`src/rtl/dff_pipe_pkg.sv`:
```
// Purpose  : shared defaults and helpers for the dff_pipe elastic register pipeline.
// Latency  : n/a (package only).
// Backpres.: n/a (package only).
// Contents : default WIDTH/DEPTH, occ_width() used to size the optional occupancy port.
package dff_pipe_pkg;

   localparam int DFF_PIPE_WIDTH = 8;
   localparam int DFF_PIPE_DEPTH = 4;

   // Bits needed to count 0..depth valid stages inclusive.
   function automatic int occ_width(input int depth);
      return $clog2(depth + 1);
   endfunction

endpackage

```
`src/rtl/dff_pipe_stage.sv`:
```
// Purpose  : one data+valid register of the dff_pipe chain.
// Latency  : 1 cycle from in_* to out_* when adv=1.
// Backpres.: holds contents while adv=0; flush clears valid only, data is kept.
// Ports    : clk, reset (sync, active-high), flush, adv (stage may load),
//            in_vld/in_dat (from upstream stage or producer), out_vld/out_dat (stage contents).
module dff_pipe_stage #(
   parameter int WIDTH = 8
) (
   input  logic             clk,
   input  logic             reset,
   input  logic             flush,
   input  logic             adv,
   input  logic             in_vld,
   input  logic [WIDTH-1:0] in_dat,
   output logic             out_vld,
   output logic [WIDTH-1:0] out_dat
);

   logic             v_d,    v_q;
   logic [WIDTH-1:0] data_d, data_q;

   always_comb begin
      v_d    = v_q;
      data_d = data_q;
      if (flush) begin
         v_d = 1'b0;
      end else if (adv) begin
         v_d = in_vld;
         // Data only moves with a valid beat; a bubble clears v but leaves data parked.
         if (in_vld) begin
            data_d = in_dat;
         end
      end
   end

   always_ff @(posedge clk) begin
      if (reset) begin
         v_q    <= 1'b0;
         data_q <= '0;
      end else begin
         v_q    <= v_d;
         data_q <= data_d;
      end
   end

   assign out_vld = v_q;
   assign out_dat = data_q;

endmodule

```
`src/rtl/dff_pipe.sv`:
```
// Purpose  : WIDTH-bit, DEPTH-stage elastic register pipeline with q/qb outputs and flush.
// Latency  : DEPTH cycles from input accept to q when not stalled; 1 beat/cycle throughput.
// Backpres.: combinational ready chain; empty stages advance under a stall (bubble collapse).
// Ports    : clk, reset (sync, active-high), flush, d/d_valid/d_ready (producer side),
//            q/qb/q_valid/q_ready (consumer side), occupancy (only with DFF_PIPE_OCCUPANCY_EN).
// Option   : define DFF_PIPE_OCCUPANCY_EN to add the registered valid-stage count output.
module dff_pipe
   import dff_pipe_pkg::*;
#(
   parameter int WIDTH = DFF_PIPE_WIDTH,
   parameter int DEPTH = DFF_PIPE_DEPTH
) (
   input  logic             clk,
   input  logic             reset,
   input  logic             flush,
   input  logic [WIDTH-1:0] d,
   input  logic             d_valid,
   output logic             d_ready,
   output logic [WIDTH-1:0] q,
   output logic [WIDTH-1:0] qb,
   output logic             q_valid,
   input  logic             q_ready
`ifdef DFF_PIPE_OCCUPANCY_EN
   ,
   output logic [occ_width(DEPTH)-1:0] occupancy
`endif
);

   logic [DEPTH-1:0] v;
   logic [WIDTH-1:0] dat [DEPTH];
   logic [DEPTH-1:0] adv;

   // adv[i] = ~v[i] | adv[i+1] unrolled: stage i may advance when the consumer
   // takes q or any stage from i to the output is empty. Written flat so the
   // chain has no bit-to-bit feedback inside one vector.
   always_comb begin
      adv = '0;
      for (int i = 0; i < DEPTH; i++) begin
         adv[i] = q_ready;
         for (int j = i; j < DEPTH; j++) begin
            adv[i] = adv[i] | ~v[j];
         end
      end
   end

   for (genvar i = 0; i < DEPTH; i++) begin : g_stage
      logic             in_vld;
      logic [WIDTH-1:0] in_dat;

      if (i == 0) begin : g_head
         assign in_vld = d_valid;
         assign in_dat = d;
      end else begin : g_body
         assign in_vld = v[i-1];
         assign in_dat = dat[i-1];
      end

      dff_pipe_stage #(
         .WIDTH (WIDTH)
      ) u_stage (
         .clk     (clk),
         .reset   (reset),
         .flush   (flush),
         .adv     (adv[i]),
         .in_vld  (in_vld),
         .in_dat  (in_dat),
         .out_vld (v[i]),
         .out_dat (dat[i])
      );
   end

   assign d_ready = adv[0];
   assign q       = dat[DEPTH-1];
   assign qb      = ~q;
   assign q_valid = v[DEPTH-1];

`ifdef DFF_PIPE_OCCUPANCY_EN
   localparam int OW = occ_width(DEPTH);
   localparam logic [OW-1:0] OCC_MAX = OW'(DEPTH);

   logic          in_xfer, out_xfer;
   logic [OW-1:0] occ_d, occ_q;

   assign in_xfer  = d_valid & d_ready;
   assign out_xfer = q_valid & q_ready;

   always_comb begin
      occ_d = occ_q;
      if (flush) begin
         occ_d = '0;
      end else if (in_xfer && !out_xfer) begin
         occ_d = occ_q + OW'(1);
      end else if (out_xfer && !in_xfer) begin
         occ_d = occ_q - OW'(1);
      end
   end

   always_ff @(posedge clk) begin
      if (reset) begin
         occ_q <= '0;
      end else begin
         occ_q <= occ_d;
      end
   end

   assign occupancy = occ_q;

   a_occ_bound : assert property (@(posedge clk) disable iff (reset) occ_q <= OCC_MAX);
`endif

endmodule
```
`config.mk`:
```
export PLATFORM = sky130hd
export DESIGN_NAME = dff_pipe
export DESIGN_NICKNAME = d
export VERILOG_FILES = /design/src/rtl/dff_pipe_pkg.sv /design/src/rtl/dff_pipe_stage.sv /design/src/rtl/dff_pipe.sv
export SDC_FILE = /design/constraint.sdc
export NUM_CORES = 1
export LEC_CHECK = 0
export CORE_ASPECT_RATIO = 0.6
export CORE_MARGIN = 3
export CORE_UTILIZATION = 50
export CTS_CLUSTER_SIZE = 24
export DETAILED_ROUTE_END_ITERATION = 6
export PLACE_DENSITY = 0.88
export SETUP_SLACK_MARGIN = 0.5
export SYNTH_ARGS = -nofsm -noshare
export SYNTH_HDL_FRONTEND = slang
export SYNTH_SLANG_ARGS = --single-unit
```
`constraint.sdc`:
```
create_clock -name clk -period 1.73 [get_ports clk]
set_input_delay 0.346 -clock clk [delete_from_list [all_inputs] [get_ports clk]]
set_output_delay 0.346 -clock clk [all_outputs]
set_load 0.05 [all_outputs]
```
Word level (Yosys, flattened, before mapping)

Cells that the tools add are included.

Logic and storage cells: 29
Register bits: 36
Output and inout bits: 18

Reduce and logical (&&, ||, !) cells: 5
Bitwise gates (word level): 16

Operators with widths:

| operator            | number |
|---|---|
| 3-bit AND reduction | 4 |
| 1-bit bitwise OR    | 10 |
| 8-bit inverter      | 1 |
| 1-bit inverter      | 5 |
| 2-bit OR reduction  | 1 |

Logic depth before layout (Yosys ltp)

Word-level depth: 6
Depth in mapped cells: 5
Depth with buffers taken out: 3

By module

A second synthesis with hierarchy kept.

Cells, all modules: 165
Area, all modules: 1,675.4 um^2

Modules (own cells, without submodules):

| module         | cells an instance | instances | area each (um^2) | sequential area each (um^2) |
|---|---|---|---|---|
| dff_pipe_stage | 38                | 4         | 399.1            | 180.2 |
| dff_pipe       | 13                | 1         | 78.8             | 0.0 |

Worst setup path before layout

No wires, ideal clock.

Path type: reg2out
Start point: register g_stage[3].u_stage.v_q
End point: output d_ready
Buffers on the path: 1
Slack: -1 ps
Arrival: 1,385 ps
Required time: 1,384 ps
Stages on the path, launching flop included: 4
Cell sequence: dfxtp_1 > and4b_4 > buf_6 > nand2_1

Longest elaborated chain between the ends: 2

RTL lines:

| item                   | RTL line             | RTL |
|---|---|---|
| start, declared        | dff_pipe_stage.sv:19 | `logic v_d, v_q;` |
| start signal, assigned | dff_pipe_stage.sv:41 | `v_q <= v_d;` |
| 1-bit inverter         | dff_pipe.sv:41       | `adv[i] = adv[i] \| ~v[j];` |
| 1-bit bitwise OR       | dff_pipe.sv:41       |  |
| end, declared          | dff_pipe.sv:18       | `output logic d_ready,` |

No other way between the ends.

Final worst setup path

Start point: register g_stage[2].u_stage.v_q
End point: output d_ready

Longest elaborated chain between the ends: 3

RTL lines:

| item                          | RTL line |
|---|---|
| start, declared               | dff_pipe_stage.sv:19 |
| start signal, assigned        | dff_pipe_stage.sv:41 |
| 1-bit inverter                | dff_pipe.sv:41 |
| 1-bit bitwise OR (2 in a row) | dff_pipe.sv:41 |

No other way between the ends.

==> out/qor.csv <==
stage,metric,value,unit
clocking,CTS sink count,36,
setup_path,Critical Path Stages,3,
setup_path,Critical Path RT,1380,ps
floorplan,Die ar.,4050,um2
min_path,WHS Endpoint,g_stage[3].u_stage.out_vld,
detailed_routing,DR iter-0 viols,67,
finish,"commonest cells after routing, fill and taps aside","nand2b_1, dfxtp_1, buf_4",
detailed_routing,drt pass-1 iters,4,
sta,max frequency,0.687,GHz
power_and_ir_drop,worst vdd ir,0.392,mV
sta,Slew @ Worst Pin,378,ps
detailed_routing,DRC viols,0,
setup_path,crit path capture type,output port,
global_route,total gr overflow,0,
setup_path,critical path launch point type,flip-flop,
synth,synthesized flop and latch total,36,
power_and_ir_drop,P_leak,0.911,nW
synth,number of synthesized flops with an enable pin,0,
sta,post-route clock skew,9.29,ps
floorplan,I/O Pins,31,
power_and_ir_drop,clock share of power,0.433,
detailed_routing,WL final,4230,um
min_path,hold crit path type,in -> reg,
clocking,CTS Buf Count,5,
min_path,Hold Path Depth,4,
finish,"Net count, final",245,
placement,DP Cell Count,262,
finish,final instance area,2280,um2
floorplan,Die X,80.2,um
power_and_ir_drop,sw frac,0.222,
power_and_ir_drop,P_sw,382,uW
sta,Tmin final,1460,ps
floorplan,Starting Density,0.550,
synth,Syn Area/Cell,8.56,um2
synth,Synth Net Count,206,
power_and_ir_drop,combinational share of power,0.075,
power_and_ir_drop,P_int,1.34,mW
finish,share of layout cells above drive strength 1,0.283,
synth,Ys Warns,0,
synth,"FFs w/ async S/R, synth",0,
finish,final core occ,0.760,
clocking,hold_buf cts,0,
setup_path,crit-path leading delay family,flip-flops,
finish,# diodes,0,
run_status,status,finished clean,
finish,Final Non-Filler Cells,275,
clocking,Clock Pin Slew Worst Setup and Hold Paths,70,ps
setup_path,CP max-delay cell,dfxtp_4,
placement,GP Congestion,0.822,
synth,synth unique cells,23,
sta,"Slew Viols, Final",0,
clocking,clk_lat worst skew,290,ps
synth,synth top area cells,"dfxtp_1, nand2b_1, mux2i_1, a2111oi_0, inv_1",
placement,port buffer count,30,
placement,post-DP HPWL,2550,um
setup_path,critical path class,reg -> out,
finish,"commonest non-fill, non-tap cell in the layout",nand2b_1,
setup_path,Arrival @ worst endpoint,1110,ps
setup_path,crit-path cells,"and4b_4, nand2_2, buf_8",
clocking,Root Driver,clkbuf_8,
synth,sequential fraction of the synthesis area,0.436,
power_and_ir_drop,P per Cell Area,752,nW/um2
clocking,CTS tree,yes,
detailed_routing,via count,1523,
finish,Area Growth Syn to Fin,38.2,%
synth,Post-synth top flop,dfxtp_1,
floorplan,num rows,15,
global_route,vias in the first global route,1492,
synth,area fraction of the dominant cell type after synthesis,0.436,
synth,Post-Syn Area,1650,um2
global_route,first-pass GRT wire length,6880,um
synth,Synth area leader,dfxtp_1,
floorplan,Core Box Area,3000,um2
clocking,Clock Tree Buf Depth,2,
setup_path,Reg2Reg Depth,4,
floorplan,Die Y,50.5,um
sta,"Hold Violations, Final",0,
setup_path,r2r setup slk,330,ps
sta,Final period util,0.841,
sta,Final setup viols,0,
setup_path,FF-to-FF End,g_stage[0].u_stage.out_dat[2],
power_and_ir_drop,Flop pwr share,0.493,
min_path,hold path startpoint,q_ready,
placement,Area after DPL,2040,um2
setup_path,worst r2r src,g_stage[2].u_stage.out_vld,
setup_path,biggest cell delay along the critical path,340,ps
sta,final setup TNS,0,ps
global_route,initial antenna violation count,0,
run,max cap viols,0,
setup_path,"critical path fanouts, max",2,
detailed_routing,drt wl/cell,15.4,um
synth,Cells after Synth,193,
detailed_routing,vias per cell,5.54,
setup_path,Worst Path Buf+Inv,1,
sta,Max-slew headroom,0.742,
sta,RSZ-0062 raised after global routing,yes,
power_and_ir_drop,total power,1.72,mW
clocking,H-tree Lvls,2,
global_route,largest net degree at the start of global routing,22,
detailed_routing,Detail Route Antenna Nets,0,
global_route,Total GRT Usage,0.225,
per-stage QoR:
stage	worst slack, ps	hold WS [ps]
2_1_floorplan	365	437
3_3_place_gp	-125	445
3_5_place_dp	-169	449
4_1_cts	265	460
5_1_grt	235	426
6_report	275	411
synth_stat cells (2+ instances only):
library cell  instances
buf_1                 2
clkbuf_1              9
nor3_1               12
nand2_1               9
mux2i_1              16
dfxtp_1              36
nand2b_1             27
a2111oi_0             8
o21ai_0               8
a21oi_1              10
nand3_1               8
nor2b_1               3
inv_1                17
nor2_1               10
buf_2                 2
buf_6                 2
or3_1                 8
logic make-up after synthesis:
kind of cell | count (synthesis) | synth area share
buf+inv | 32 | 0.0833
compound gates | 28 | 0.107
flops | 36 | 0.436
simple gates | 81 | 0.277
mux | 16 | 0.0969
how the worst max path moves through the flow:
stage                                          start                       endpoint
after global placement                       q_ready                        d_ready
after CTS                 g_stage[2].u_stage.out_vld                        d_ready
after floorplan           g_stage[3].u_stage.out_vld  g_stage[0].u_stage.out_dat[6]
after detailed placement                     q_ready  g_stage[0].u_stage.out_dat[2]
after global routing      g_stage[2].u_stage.out_vld                        d_ready
final                     g_stage[2].u_stage.out_vld                        d_ready
sequential cells by signal (all words and copies together) (netlist names):
name and count:
g_stage.u_stage.out_vld 4, g_stage.u_stage.out_dat 32
worst min-delay path, stage by stage:
cell and delay [ps]:
clkbuf_2 120, nor2b_4 60, nor2_1 80, nor3_1 50
power by group through the flow:
stage | Combinational (mW) | Sequential (mW) | Clock, mW
finish | 0.128 | 0.847 | 0.743
global route | 0.138 | 0.848 | 0.779
floorplan | 0.0611 | 0.862 | 0
detailed placement | 0.112 | 0.868 | 0
global placement | 0.110 | 0.867 | 0
CTS | 0.126 | 0.846 | 0.750
repair_timing:
item,in CTS,in global routing
resized for setup,19,14
gates cloned,1,0
pin swaps,3,1
endpoints found under the setup margin,35,38
setup buffers,4,0
hold endpoints to repair,0,0
layer usage:
layer  routed length (um)  global-route usage  vias to the layer above
met5                    0                   0                        -
met4                  125              0.0983                        0
met3                  255              0.0573                       14
met2                 2080               0.380                       52
met1                 1780               0.270                      728
li1                     -                   -                      729
area by class of cell:
type                       instances  area, um2
multi-input combinational        125        830
sequential                        36        743
fill                             200        719
timing repair buffer              47        483
clock buffer                       5       68.8
inverter                          17       63.8
tap                               42       52.6
clock inverter                     3       42.5
No activity file was read; power rests on OpenSTA's default activity.
